**src/rtl/lcd_responder.sv**
```systemverilog
// lcd_responder: HD44780-style bus responder with 2x16 character buffer,
// display-control state, busy/status and data read-back.
module lcd_responder #(
  parameter int BUSY_CYC = 2000
) (
  input  logic       iCLK,
  input  logic       iRST,
  input  logic [7:0] LCD_DATA,
  input  logic       LCD_RW,
  input  logic       LCD_EN,
  input  logic       LCD_RS,
  output logic [7:0] oLCD_DQ,
  output logic       oLCD_DQ_OE,
  input  logic [4:0] iCHAR_ADDR,
  output logic [7:0] oCHAR,
  output logic       oBUSY,
  output logic       oDISP_ON,
  output logic       oCURSOR_ON,
  output logic       oBLINK_ON,
  output logic [2:0] oFUNC,
  output logic       oWR_STB,
  output logic       oOVERRUN
);
  localparam logic [1:0] S_IDLE  = 2'd0;
  localparam logic [1:0] S_EXEC  = 2'd1;
  localparam logic [1:0] S_CLEAR = 2'd2;
  localparam logic [1:0] S_BUSY  = 2'd3;
  localparam int CW = $clog2(BUSY_CYC + 33);
  logic          r_en_s1, r_en_s2, r_en_s3;
  logic          r_rs_s1, r_rs_s2, r_rw_s1, r_rw_s2;
  logic [7:0]    r_d_s1, r_d_s2;
  logic [1:0]    r_state;
  logic [CW-1:0] r_cnt;
  logic [6:0]    r_ac;
  logic          r_id;
  logic [7:0]    r_buf [32];
  logic [7:0]    r_char;
  logic          r_disp, r_cur, r_blink, r_ovr;
  logic [2:0]    r_func;
  logic          r_cmd_rs;
  logic [7:0]    r_cmd_d;
  logic          w_fall, w_map_ok, w_busy;
  logic [4:0]    w_idx;
  logic [7:0]    w_rd_char;
  // Out-of-range addresses wrap to the start/end of the other line using the low 6 bits.
  function automatic logic [6:0] ac_step(input logic [6:0] ac, input logic up);
    ac_step = up ? ((ac[5:0] >= 6'h27) ? {~ac[6], 6'h00} : ac + 7'd1)
                 : ((ac[5:0] == 6'h00) ? {~ac[6], 6'h27} : ac - 7'd1);
  endfunction
  assign w_fall     = r_en_s3 & ~r_en_s2;
  assign w_map_ok   = r_ac[5:4] == 2'b00;
  assign w_idx      = {r_ac[6], r_ac[3:0]};
  assign w_rd_char  = w_map_ok ? r_buf[w_idx] : 8'h20;
  assign w_busy     = r_state != S_IDLE;
  assign oBUSY      = w_busy;
  assign oWR_STB    = r_state == S_EXEC;
  assign oLCD_DQ_OE = r_rw_s2 & r_en_s2;
  assign oLCD_DQ    = oLCD_DQ_OE ? (r_rs_s2 ? w_rd_char : {w_busy, r_ac}) : 8'h00;
  assign oCHAR      = r_char;
  assign oDISP_ON   = r_disp;
  assign oCURSOR_ON = r_cur;
  assign oBLINK_ON  = r_blink;
  assign oFUNC      = r_func;
  assign oOVERRUN   = r_ovr;
  always_ff @(posedge iCLK) begin
    if (iRST) begin
      {r_en_s1, r_en_s2, r_en_s3, r_rs_s1, r_rs_s2, r_rw_s1, r_rw_s2} <= '0;
      r_d_s1   <= '0;
      r_d_s2   <= '0;
      r_state  <= S_IDLE;
      r_cnt    <= '0;
      r_ac     <= '0;
      r_id     <= 1'b1;
      r_char   <= 8'h20;
      r_disp   <= 1'b0;
      r_cur    <= 1'b0;
      r_blink  <= 1'b0;
      r_ovr    <= 1'b0;
      r_func   <= 3'b100;
      r_cmd_rs <= 1'b0;
      r_cmd_d  <= '0;
      for (int i = 0; i < 32; i++) r_buf[i] <= 8'h20;
    end else begin
      {r_en_s1, r_en_s2, r_en_s3} <= {LCD_EN, r_en_s1, r_en_s2};
      {r_rs_s1, r_rs_s2} <= {LCD_RS, r_rs_s1};
      {r_rw_s1, r_rw_s2} <= {LCD_RW, r_rw_s1};
      r_d_s1 <= LCD_DATA;
      r_d_s2 <= r_d_s1;
      r_char <= r_buf[iCHAR_ADDR];
      if (w_fall && r_rw_s2 && r_rs_s2) r_ac <= ac_step(r_ac, r_id);
      if (w_fall && !r_rw_s2 && w_busy) r_ovr <= 1'b1;
      case (r_state)
        S_IDLE: if (w_fall && !r_rw_s2) begin
          r_state  <= S_EXEC;
          r_cmd_rs <= r_rs_s2;
          r_cmd_d  <= r_d_s2;
        end
        S_EXEC: begin
          r_cnt   <= '0;
          r_state <= (!r_cmd_rs && r_cmd_d == 8'h01) ? S_CLEAR : S_BUSY;
          if (r_cmd_rs) begin
            if (w_map_ok) r_buf[w_idx] <= r_cmd_d;
            r_ac <= ac_step(r_ac, r_id);
          end else if (r_cmd_d[7]) r_ac <= r_cmd_d[6:0];
          else if (!r_cmd_d[6]) begin
            if (r_cmd_d[5]) r_func <= r_cmd_d[4:2];
            else if (r_cmd_d[4]) begin
              if (!r_cmd_d[3]) r_ac <= ac_step(r_ac, r_cmd_d[2]);
            end else if (r_cmd_d[3]) {r_disp, r_cur, r_blink} <= r_cmd_d[2:0];
            else if (r_cmd_d[2]) r_id <= r_cmd_d[1];
            else if (r_cmd_d[1]) r_ac <= '0;
            else if (r_cmd_d[0]) begin
              r_ac <= '0;
              r_id <= 1'b1;
            end
          end
        end
        S_CLEAR: begin
          r_buf[r_cnt[4:0]] <= 8'h20;
          r_cnt <= r_cnt + CW'(1);
          if (r_cnt[4:0] == 5'd31) begin
            r_state <= S_BUSY;
            r_cnt   <= '0;
          end
        end
        default: begin
          r_cnt <= r_cnt + CW'(1);
          if (r_cnt == CW'(BUSY_CYC - 1)) r_state <= S_IDLE;
        end
      endcase
    end
  end
endmodule

```
**config.mk**
```make
export PLATFORM = sky130hd
export DESIGN_NAME = lcd_responder
export DESIGN_NICKNAME = d
export VERILOG_FILES = /design/src/rtl/lcd_responder.sv
export SDC_FILE = /design/constraint.sdc
export NUM_CORES = 1
export LEC_CHECK = 0
export CORE_MARGIN = 2
export CORE_UTILIZATION = 35
export CTS_CLUSTER_SIZE = 10
export DETAILED_ROUTE_END_ITERATION = 8
export GPL_TIMING_DRIVEN = 0
export PLACE_DENSITY = 0.47
export SLEW_MARGIN = 20
export SYNTH_ARGS = -nofsm -noshare
export SYNTH_HDL_FRONTEND = slang
export SYNTH_SLANG_ARGS = --single-unit
```
**constraint.sdc**
```tcl
create_clock -name iCLK -period 3.38 [get_ports iCLK]
set_input_delay 1.014 -clock iCLK [delete_from_list [all_inputs] [get_ports iCLK]]
set_output_delay 1.014 -clock iCLK [all_outputs]
set_load 0.03 [all_outputs]
```
==> results.toml, run 1 <==
[outcome]
status = "finished with violations"
failed_checks = "negative setup slack"

[synthesis]
yosysUniqueCellTypes = 68
ys.flop_type = "edfxtp_1"
avgSynthCellArea_um2 = 12.3
yosys_register_bits = 324
yosys_warnings = 0
synth-seq-area-share = 0.541
syn-instance-count = 1359
synth_area_mm2 = 0.0167
synth.net_count = 1386
synth_edf_count = 256
synthArstFlopShare = 0

[floorplan]
dieArea_mm2 = 0.0496
core_mm2 = 0.0474
initial_core_util = 0.353
ios = 44
rows = 80
die_width_um = 223
die_y_um = 223

[placed_design]
dp_slack_ns = -1.40
place_inst = 2012
hpwl_mm = 46.2
port_buffers = 38
routabilityCongestion = 0.976

[sta]
timing.final.crit_share = 1.15
layout_setup_ws_ns = -0.514
hold_viol = 0
grt_setup_unrepaired = "true"
hold_ws_ns = 0.427
clock_skew_ns = 0.0170
slew-limit-headroom = 0.257
slew_viol_final = 0
period_needed_ns = 3.89
tightest_slew_ns = 1.11
max_clock_freq_ghz = 0.257
setup-violations-final = 8
tns_ns = -3.43

[global_routing]
grt_usage = 0.262
grt.met1_usage = 0.353
grt_most_used_layer = "met2"
grt_pass1_vias = 12319
antenna_found_initial = 1
use_met2 = 0.422
grt.met3_usage = 0.0514
grt.overflow.total = 0
grt_pass1_wl_mm = 91.6
grt_max_degree = 12

[setup_path]
slowest_stage = "mux4_2"
crit_fanout = 9
crit_required_ns = 2.37
timing.critical_path.cells = "buf_12, buf_16, buf_16, mux4_2, a22oi_1, nand2_1, a21oi_2, a211oi_1, buf_4"
end_kind = "primary output"
cp.arrival_ns = 2.88
worst-setup-path-type = "register to primary output"
cp_top_family = "buffers and inverters"
critPathLaunchType = "register"
critPathBufInv = 4
worst_path_most_repeated_cell = "buf_16"
crit_path_max_incr_delay_ns = 0.55

[final_layout]
diodes = 0
final_layout_size_suffix_gt1_frac = 0.221
instances_no_fill = 2093
nNetsFinal = 1476
area_growth_syn_to_layout_pct = 18.2

[clock_network]
clk_latency_ns = 0.58
htree_levels = 2
numClockSinks = 324
clockRootBuffer = "clkbuf_16"
clk_pin_slew_ns = 0.06
clock_path_buffers = 3
cts_buffers = 41
cts_tree = "done"
cts_hold_buf = 0

[power]
p_leak_nw = 6.31
total_power_mw = 11.2
ir_worst_vdd_mv = 0.319
powerDensity_mw_per_mm2 = 565

[flow_run]
cap_violations = 0

[drt]
viasPerCell = 5.98
wire_per_inst_um = 30.7
wl_mm = 64.2
drc_errors = 0
vias = 12514
drt-pass1-iter-count = 5
drt_iter0_drc = 1361
drtAntennaViolNets = 0

[worst_hold_path]
hp-class = "register to register"
-- synthesized netlist by cell type, drive strengths merged, types with 2 or more instances --
master | count | area (um2)
a211oi | 8 | 60.1
nand2b | 7 | 43.8
xnor2 | 5 | 43.8
ha | 9 | 113
mux2i | 23 | 230
nand2 | 147 | 557
clkbuf | 60 | 228
nor4 | 2 | 12.5
nor2b | 34 | 213
o211ai | 3 | 22.5
o32ai | 2 | 17.5
a21oi | 41 | 205
a22o | 10 | 87.6
a22oi | 9 | 67.6
buf | 42 | 278
a21o | 2 | 15.0
dfxtp | 68 | 1360
nor3 | 12 | 60.1
o22ai | 2 | 12.5
o221ai | 3 | 26.3
nor2 | 283 | 1070
nand4 | 6 | 37.5
and2 | 11 | 68.8
nand4b | 3 | 26.3
o311ai | 2 | 17.5
mux2 | 2 | 22.5
edfxtp | 256 | 7690
inv | 17 | 63.8
and3 | 3 | 18.8
o41ai | 2 | 17.5
a211o | 2 | 17.5
or3 | 2 | 12.5
o2111ai | 4 | 35.0
a31o | 2 | 17.5
xor2 | 5 | 43.8
a221oi | 5 | 43.8
a31oi | 12 | 75.1
nand3 | 56 | 280
or2 | 2 | 12.5
nor3b | 3 | 22.5
o21ai | 32 | 160
mux4 | 140 | 3160
o31a | 3 | 26.3
or4b | 2 | 20.0
-- routing by layer --
layer,vias to the layer above,share of wire,wire length [um]
met1,6482,0.41,26500
met3,123,0.084,5390
li1,5297,-,-
met2,612,0.47,30000
met5,-,0,0
met4,0,0.038,2440
-- worst paths after layout --
path                            startpoint     endpoint  slack (ns)  cells past startpoint
worst max-delay path               r_ac[0]   oLCD_DQ[5]       -0.51                      9
worst min-delay path             r_d_s2[0]   r_cmd_d[0]        0.43                      2
worst max register to register  r_state[1]  r_buf[2][6]        0.14                     10
worst min register to register   r_d_s2[0]   r_cmd_d[0]        0.43                      2
-- cell usage in the layout (no fill, tap or decap), drive strengths merged, types with 3 or more instances in the layout --
cell and n:
o211ai 3, a221oi 5, nand4b 3, and2 11, nand2 147, ha 9
a21oi 41, xor2 5, a211oi 8, clkdlybuf4s50 30, nand2b 7, clkbuf 123
o31a 3, nor2 283, xnor2 5, nand3 56, o21ai 32, nor3b 3
o2111ai 4, nor3 12, a22oi 9, o221ai 3, dfxtp 68, edfxtp 256
inv 19, nor2b 34, mux2i 23, mux4 140, a22o 10, a31oi 12
buf 61, clkinv 4, and3 3, nand4 6
-- layout make-up --
class,instances,area (um2)
multi-input combinational,915,7390
clock buffer,65,1200
fill,4544,27700
clock inverter,7,41.3
inverter,18,68.8
buffer,98,717
timing repair buffer,51,539
tap,615,769
sequential,324,9050
-- stage by stage --
stage	utilization	area, um2
finish	0.417	19800
global route	0.417	19800
CTS	0.413	19600
detailed placement	0.377	17900
global placement	0.377	17900
floorplan	-	16700
-- tightest hold or removal path, stage by stage (launching register included) --
cell and delay [ns]:
dfxtp_1 0.29, nand2_1 0.05, a21oi_1 0.05
-- kinds of logic (layout without fill, tap and decap cells) --
logic type / after synthesis / in the layout / share of synthesized area
buf+inv: 120 / 239 / 0.0343
xor+xnor: 10 / 10 / 0.00523
simple gates: 580 / 580 / 0.150
fa+ha+maj: 9 / 9 / 0.00673
flops: 324 / 324 / 0.541
compound gates: 151 / 151 / 0.0589
mux: 165 / 165 / 0.204
-- where the power goes --
group	switching, mW	internal [mW]
Combinational	1.54	0.907
Sequential	0.109	4.44
Clock	1.75	2.43
Total	3.40	7.77
-- repair_timing --
action | in CTS | in global routing
resized for setup | 152 | 39
cloned | 2 | 1
setup endpoints to repair | 160 | 161
buffers inserted | 7 | 4
pin swaps | 11 | 9
-- state kept, by name, indices dropped and copies added (netlist names), 2 cells and up --
register,cells
r_cnt,11
r_cmd_d,8
oFUNC,3
r_d_s1,8
r_d_s2,8
oCHAR,8
r_buf,256
r_state,2
r_ac,7
(Power assumes the default switching activity.)
==> run 2, diff against run 1 <==
--- a/config.mk
+++ b/config.mk
@@ -6,11 +6,12 @@
 export NUM_CORES = 1
 export LEC_CHECK = 0
 export CORE_MARGIN = 2
-export CORE_UTILIZATION = 35
+export CORE_UTILIZATION = 60
 export CTS_CLUSTER_SIZE = 10
 export DETAILED_ROUTE_END_ITERATION = 8
 export GPL_TIMING_DRIVEN = 0
-export PLACE_DENSITY = 0.47
+export PLACE_DENSITY = 0.75
+export SETUP_SLACK_MARGIN = 0.02
 export SLEW_MARGIN = 20
 export SYNTH_ARGS = -nofsm -noshare
 export SYNTH_HDL_FRONTEND = slang
==> run 2 against run 1 <==
  * The flow still finishes with violations (negative setup slack)
  * Non-clock buffer count fell by 1
  * Cell area fell by 2.8%
  * Register-to-register slack got worse by 0.07 ns
  * Critical path type unchanged
==> results.toml, run 2 (synthesized netlist as in run 1, its figures left out) <==
[outcome]
status = "finished with violations"
failed_checks = "negative setup slack"

[drt]
drc_errors = 0
wl_mm = 55.7
vias = 13075
viasPerCell = 7.06
drtAntennaViolNets = 0
drt-pass1-iter-count = 7
drt_iter0_drc = 2788
wire_per_inst_um = 30.1

[floorplan]
die_y_um = 171
core_mm2 = 0.0276
ios = 44
initial_core_util = 0.606
rows = 61
dieArea_mm2 = 0.0292
die_width_um = 171

[clock_network]
cts_buffers = 39
cts_tree = "done"
cts_hold_buf = 0
htree_levels = 2
clk_latency_ns = 0.53
clock_path_buffers = 3
clockRootBuffer = "clkbuf_16"
clk_pin_slew_ns = 0.06
numClockSinks = 324

[setup_path]
crit_path_max_incr_delay_ns = 0.58
critPathBufInv = 3
crit_required_ns = 2.37
r2r_cells = 10
timing.critical_path.cells = "buf_12, buf_6, mux4_2, mux4_2, nand3b_1, a41oi_2, buf_6"
critPathLaunchType = "register"
r2r-end = "r_buf[0][2]"
cp.arrival_ns = 2.79
slowest_stage = "mux4_2"
crit_fanout = 6
cp_top_family = "multiplexers"
worst-setup-path-type = "register to primary output"
reg2reg_from = "r_state[1]"
end_kind = "primary output"
r2r_slack_ns = 0.07

[worst_hold_path]
hp-class = "register to register"
min_from = "r_d_s2[7]"
holdPathStages = 2
holdPathEnd = "r_cmd_d[7]"

[sta]
period_needed_ns = 3.80
slew_viol_final = 0
tightest_slew_ns = 1.08
grt_setup_unrepaired = "true"
hold_viol = 0
layout_setup_ws_ns = -0.420
clock_skew_ns = 0.0216
timing.final.crit_share = 1.12
slew-limit-headroom = 0.280
max_clock_freq_ghz = 0.263
setup-violations-final = 8

[global_routing]
grt_usage = 0.390
grt_max_degree = 12
grt_pass1_vias = 12482
grt_pass1_wl_mm = 80.5
grt.overflow.total = 0
antenna_found_initial = 0

[final_layout]
fin_area_mm2 = 0.0192
top_register = "r_buf"
reg_top3 = "r_buf x256, r_cnt x11"
mostFrequentLayoutCells = "nor2_1, edfxtp_1, mux4_2"
final_common_cell = "nor2_1"
area_growth_syn_to_layout_pct = 14.9
nNetsFinal = 1473
final_layout_size_suffix_gt1_frac = 0.206
largest_reg_flops = 256
diodes = 0

[flow_run]
cap_violations = 0

[power]
p_leak_nw = 6.24
total_power_mw = 10.7
powerDensity_mw_per_mm2 = 559
ir_worst_vdd_mv = 0.453

[placed_design]
hpwl_mm = 39.4
routabilityCongestion = 1.12
port_buffers = 38
placed_area_mm2 = 0.0176
==> run 2: cell count changes in the layout (fill, tap and decap cells not counted), sizes merged <==
cell	previous run	this run
buf	61	58
clkbuf	123	125
clkinvlp	2	0
inv	19	17
bufbuf	0	1
clkdlybuf4s50	30	29
clkinv	4	3
dlygate4sd2	0	1
==> run 2: worst register-to-register path, stage by stage (launching register included) <==
cell and delay [ns]:
dfxtp_1 0.34, inv_1 0.09, ha_1 0.26, buf_2 0.27, nand2_1 0.19, nand4b_1 0.21, o21ai_0 0.15, and2_2 0.40
buf_2 0.36, nand2_1 0.29, nand2_1 0.39
==> run 2: what timing repair did <==
action	4_1_cts	5_1_grt
buffers inserted	7	2
endpoints found under the setup margin	62	88
gates resized for setup	121	37
pin swaps	5	5
cloned	2	0
==> run 2: final cells by class <==
type,instances,area (um2)
fill,1981,8400
buffer,99,664
tap,378,473
sequential,324,9050
clock inverter,2,13.8
multi-input combinational,915,7290
clock buffer,66,1140
inverter,18,68.8
timing repair buffer,49,528
==> run 2: metrics by stage <==
stage	setup WS, ns	instances	hold slack [ns]	setup TNS, ns	utilization
after floorplan	0.223	1359	0.414	0	-
after global placement	-1.04	1775	0.423	-23.21	0.636
after detailed placement	-1.05	1775	0.423	-23.73	0.636
after CTS	-0.375	1850	0.436	-2.54	0.692
after global routing	-0.429	1851	0.453	-2.98	0.696
final	-0.420	1851	0.432	-3.01	0.696
==> run 2: how the worst max path moves through the flow <==
stage | start | endpoint | slack (ns) | depth (start not counted)
6_report | r_ac[0] | oLCD_DQ[6] | -0.42 | 7
5_1_grt | r_ac[0] | oLCD_DQ[5] | -0.43 | 9
4_1_cts | r_ac[0] | oLCD_DQ[1] | -0.37 | 7
3_5_place_dp | r_ac[1] | oLCD_DQ[7] | -1.05 | 9
3_3_place_gp | r_ac[1] | oLCD_DQ[7] | -1.04 | 9
2_1_floorplan | r_ac[1] | oLCD_DQ[5] | 0.22 | 8
==> run 2: power by group <==
group | switching [mW] | internal, mW
Sequential | 0.106 | 4.44
Clock | 1.61 | 2.28
Combinational | 1.50 | 0.813
Total | 3.22 | 7.53
==> run 2: per-layer routing <==
metal  vias to the layer above  share of wire  GRT usage
met5                         -         0.0010          0
met4                         2          0.081      0.243
met3                       293           0.16      0.126
met2                      1210           0.43      0.577
met1                      6292           0.33      0.501
li1                       5278              -          -
==> run 3, diff against run 2 <==
--- a/config.mk
+++ b/config.mk
@@ -5,12 +5,13 @@
 export SDC_FILE = /design/constraint.sdc
 export NUM_CORES = 1
 export LEC_CHECK = 0
+export CAP_MARGIN = 20
 export CORE_MARGIN = 2
-export CORE_UTILIZATION = 60
+export CORE_UTILIZATION = 50
 export CTS_CLUSTER_SIZE = 10
 export DETAILED_ROUTE_END_ITERATION = 8
 export GPL_TIMING_DRIVEN = 0
-export PLACE_DENSITY = 0.75
+export PLACE_DENSITY = 0.64
 export SETUP_SLACK_MARGIN = 0.02
 export SLEW_MARGIN = 20
 export SYNTH_ARGS = -nofsm -noshare
==> run 3 against run 2 <==
  * The flow still finishes with violations (negative setup slack)
  * Non-clock buffer count up 9
  * Total power up 0.62%
  * Cell area rose by 1.5%
  * Via count fell by 3.0%
  * Core utilization shrank 10 points
  * Sequential share of layout area is 0.71 points lower
  * Critical path depth increased by 3
  * Cell count up 3.9%
  * Combinational power is 2% higher
  * Sequential cell count stayed put
  * Die area grew 20%
  * Critical path type unchanged
  * Global-route usage is 5.9 points lower
==> results.toml, run 3 (synthesized netlist as in run 1, its figures left out) <==
[outcome]
status = "finished with violations"
failed_checks = "negative setup slack"

[drt]
vias = 12679
drtAntennaViolNets = 0
wl_mm = 57.4
viasPerCell = 6.59
wire_per_inst_um = 29.9
drt-pass1-iter-count = 6
drt_iter0_drc = 1933
drc_errors = 0

[final_layout]
diodes = 0
reg_top3 = "r_buf x256, r_cnt x11"
top_register = "r_buf"
instances_no_fill = 1923
largest_reg_flops = 256
fillers = 2706
final_common_cell = "nor2_1"
nNetsFinal = 1482
mostFrequentLayoutCells = "nor2_1, edfxtp_1, mux4_2"
area_growth_syn_to_layout_pct = 16.7
fin_area_mm2 = 0.0195
final_layout_size_suffix_gt1_frac = 0.217

[placed_design]
routabilityCongestion = 1.01
place_inst = 1839
hpwl_mm = 41.6
dp_slack_ns = -1.09
port_buffers = 38
placed_area_mm2 = 0.0177

[worst_hold_path]
min_from = "r_d_s2[2]"
hp-class = "register to register"
holdPathStages = 2
holdPathEnd = "r_cmd_d[2]"

[setup_path]
r2r_slack_ns = 0.09
r2r-end = "r_buf[2][4]"
reg2reg_from = "r_state[1]"
end_kind = "primary output"
crit_fanout = 5
crit_required_ns = 2.37
slowest_stage = "mux4_2"
worst-setup-path-type = "register to primary output"
r2r_cells = 10
cp.arrival_ns = 2.77
crit_path_max_incr_delay_ns = 0.49
timing.critical_path.cells = "buf_12, buf_16, buf_12, mux4_2, mux2_4, nand2_2, o2111ai_2, a21oi_2, a211oi_2, buf_4"
worst_path_most_repeated_cell = "buf_12"
critPathLaunchType = "register"

[global_routing]
grt_pass1_wl_mm = 83.3
grt_max_degree = 12
antenna_found_initial = 0
grt_pass1_vias = 12243
grt.overflow.total = 0
grt_usage = 0.331

[sta]
max_clock_freq_ghz = 0.265
hold_viol = 0
layout_setup_ws_ns = -0.400
timing.final.crit_share = 1.12
slew-limit-headroom = 0.271
period_needed_ns = 3.78
slew_viol_final = 0
tns_ns = -2.95
clock_skew_ns = 0.0182
tightest_slew_ns = 1.09
setup-violations-final = 8
grt_setup_unrepaired = "true"

[clock_network]
numClockSinks = 324
htree_levels = 2
clockRootBuffer = "clkbuf_16"
cts_buffers = 39
cts_hold_buf = 0
clk_pin_slew_ns = 0.06
cts_tree = "done"
clk_latency_ns = 0.54
clock_path_buffers = 3

[power]
p_leak_nw = 6.32
total_power_mw = 10.8
powerDensity_mw_per_mm2 = 554
ir_worst_vdd_mv = 0.363

[flow_run]
cap_violations = 0

[floorplan]
ios = 44
die_width_um = 187
die_y_um = 187
rows = 66
dieArea_mm2 = 0.0349
initial_core_util = 0.510
core_mm2 = 0.0328
==> run 3: cell count changes in the layout (fill, tap and decap cells not counted), moves of 3 or more <==
cell,before,now
nor2_1,277,274
buf_12,8,12
buf_4,14,20
buf_16,3,8
nand2_1,131,128
nor2_2,6,9
==> run 3: final cells by class <==
type / instances / area, um2 / area share
Sequential cell: 324 / 9050 / 0.464
Multi-Input combinational cell: 915 / 7340 / 0.376
Clock buffer: 63 / 1070 / 0.0546
Buffer: 99 / 703 / 0.0360
Timing Repair Buffer: 58 / 663 / 0.0340
Tap cell: 442 / 553 / 0.0283
Clock inverter: 4 / 73.8 / 0.00378
Inverter: 18 / 68.8 / 0.00352
==> run 3: power by group <==
group	switching (mW)	internal (mW)	total, mW
sequential	0.108	4.44	4.55
clock	1.61	2.30	3.91
combinational	1.51	0.842	2.36
total	3.24	7.58	10.8
==> run 3: per-layer routing <==
metal,GRT usage,vias up,share of wire
met3,0.0859,195,0.12
met1,0.447,6317,0.37
met5,0,-,0
met2,0.505,878,0.45
met4,0.152,0,0.054
li1,-,5289,-
==> run 3: worst max-delay path, delay by kind of cell (launching register included) <==
family / cells / cell delay [ns]
AOI/OAI and AO/OA: 3 / 0.42
buffers and inverters: 4 / 0.59
and+or+nand+nor: 1 / 0.08
DFF: 1 / 0.36
muxes: 2 / 0.78
==> run 3: timing repair <==
item                       in CTS  in global routing
setup endpoints to repair     100                136
cloned                          4                  0
pin swaps                      13                  7
buffers inserted               10                  7
resized for setup             149                 28
==> run 3: per-stage QoR <==
step | hold slack (ns) | util
6_report | 0.431 | 0.596
3_5_place_dp | 0.425 | 0.539
4_1_cts | 0.436 | 0.590
2_1_floorplan | 0.414 | -
5_1_grt | 0.454 | 0.596
3_3_place_gp | 0.423 | 0.539
==> run 3: worst max path at each step <==
stage                     depth (start not counted)  slack, ns    start         end
after floorplan                                   8       0.22  r_ac[1]  oLCD_DQ[5]
after global placement                            9      -1.09  r_ac[1]  oLCD_DQ[5]
after detailed placement                          9      -1.09  r_ac[1]  oLCD_DQ[5]
after CTS                                         8      -0.36  r_ac[0]  oLCD_DQ[3]
after global routing                              8      -0.42  r_ac[0]  oLCD_DQ[1]
final                                            10      -0.40  r_ac[0]  oLCD_DQ[5]
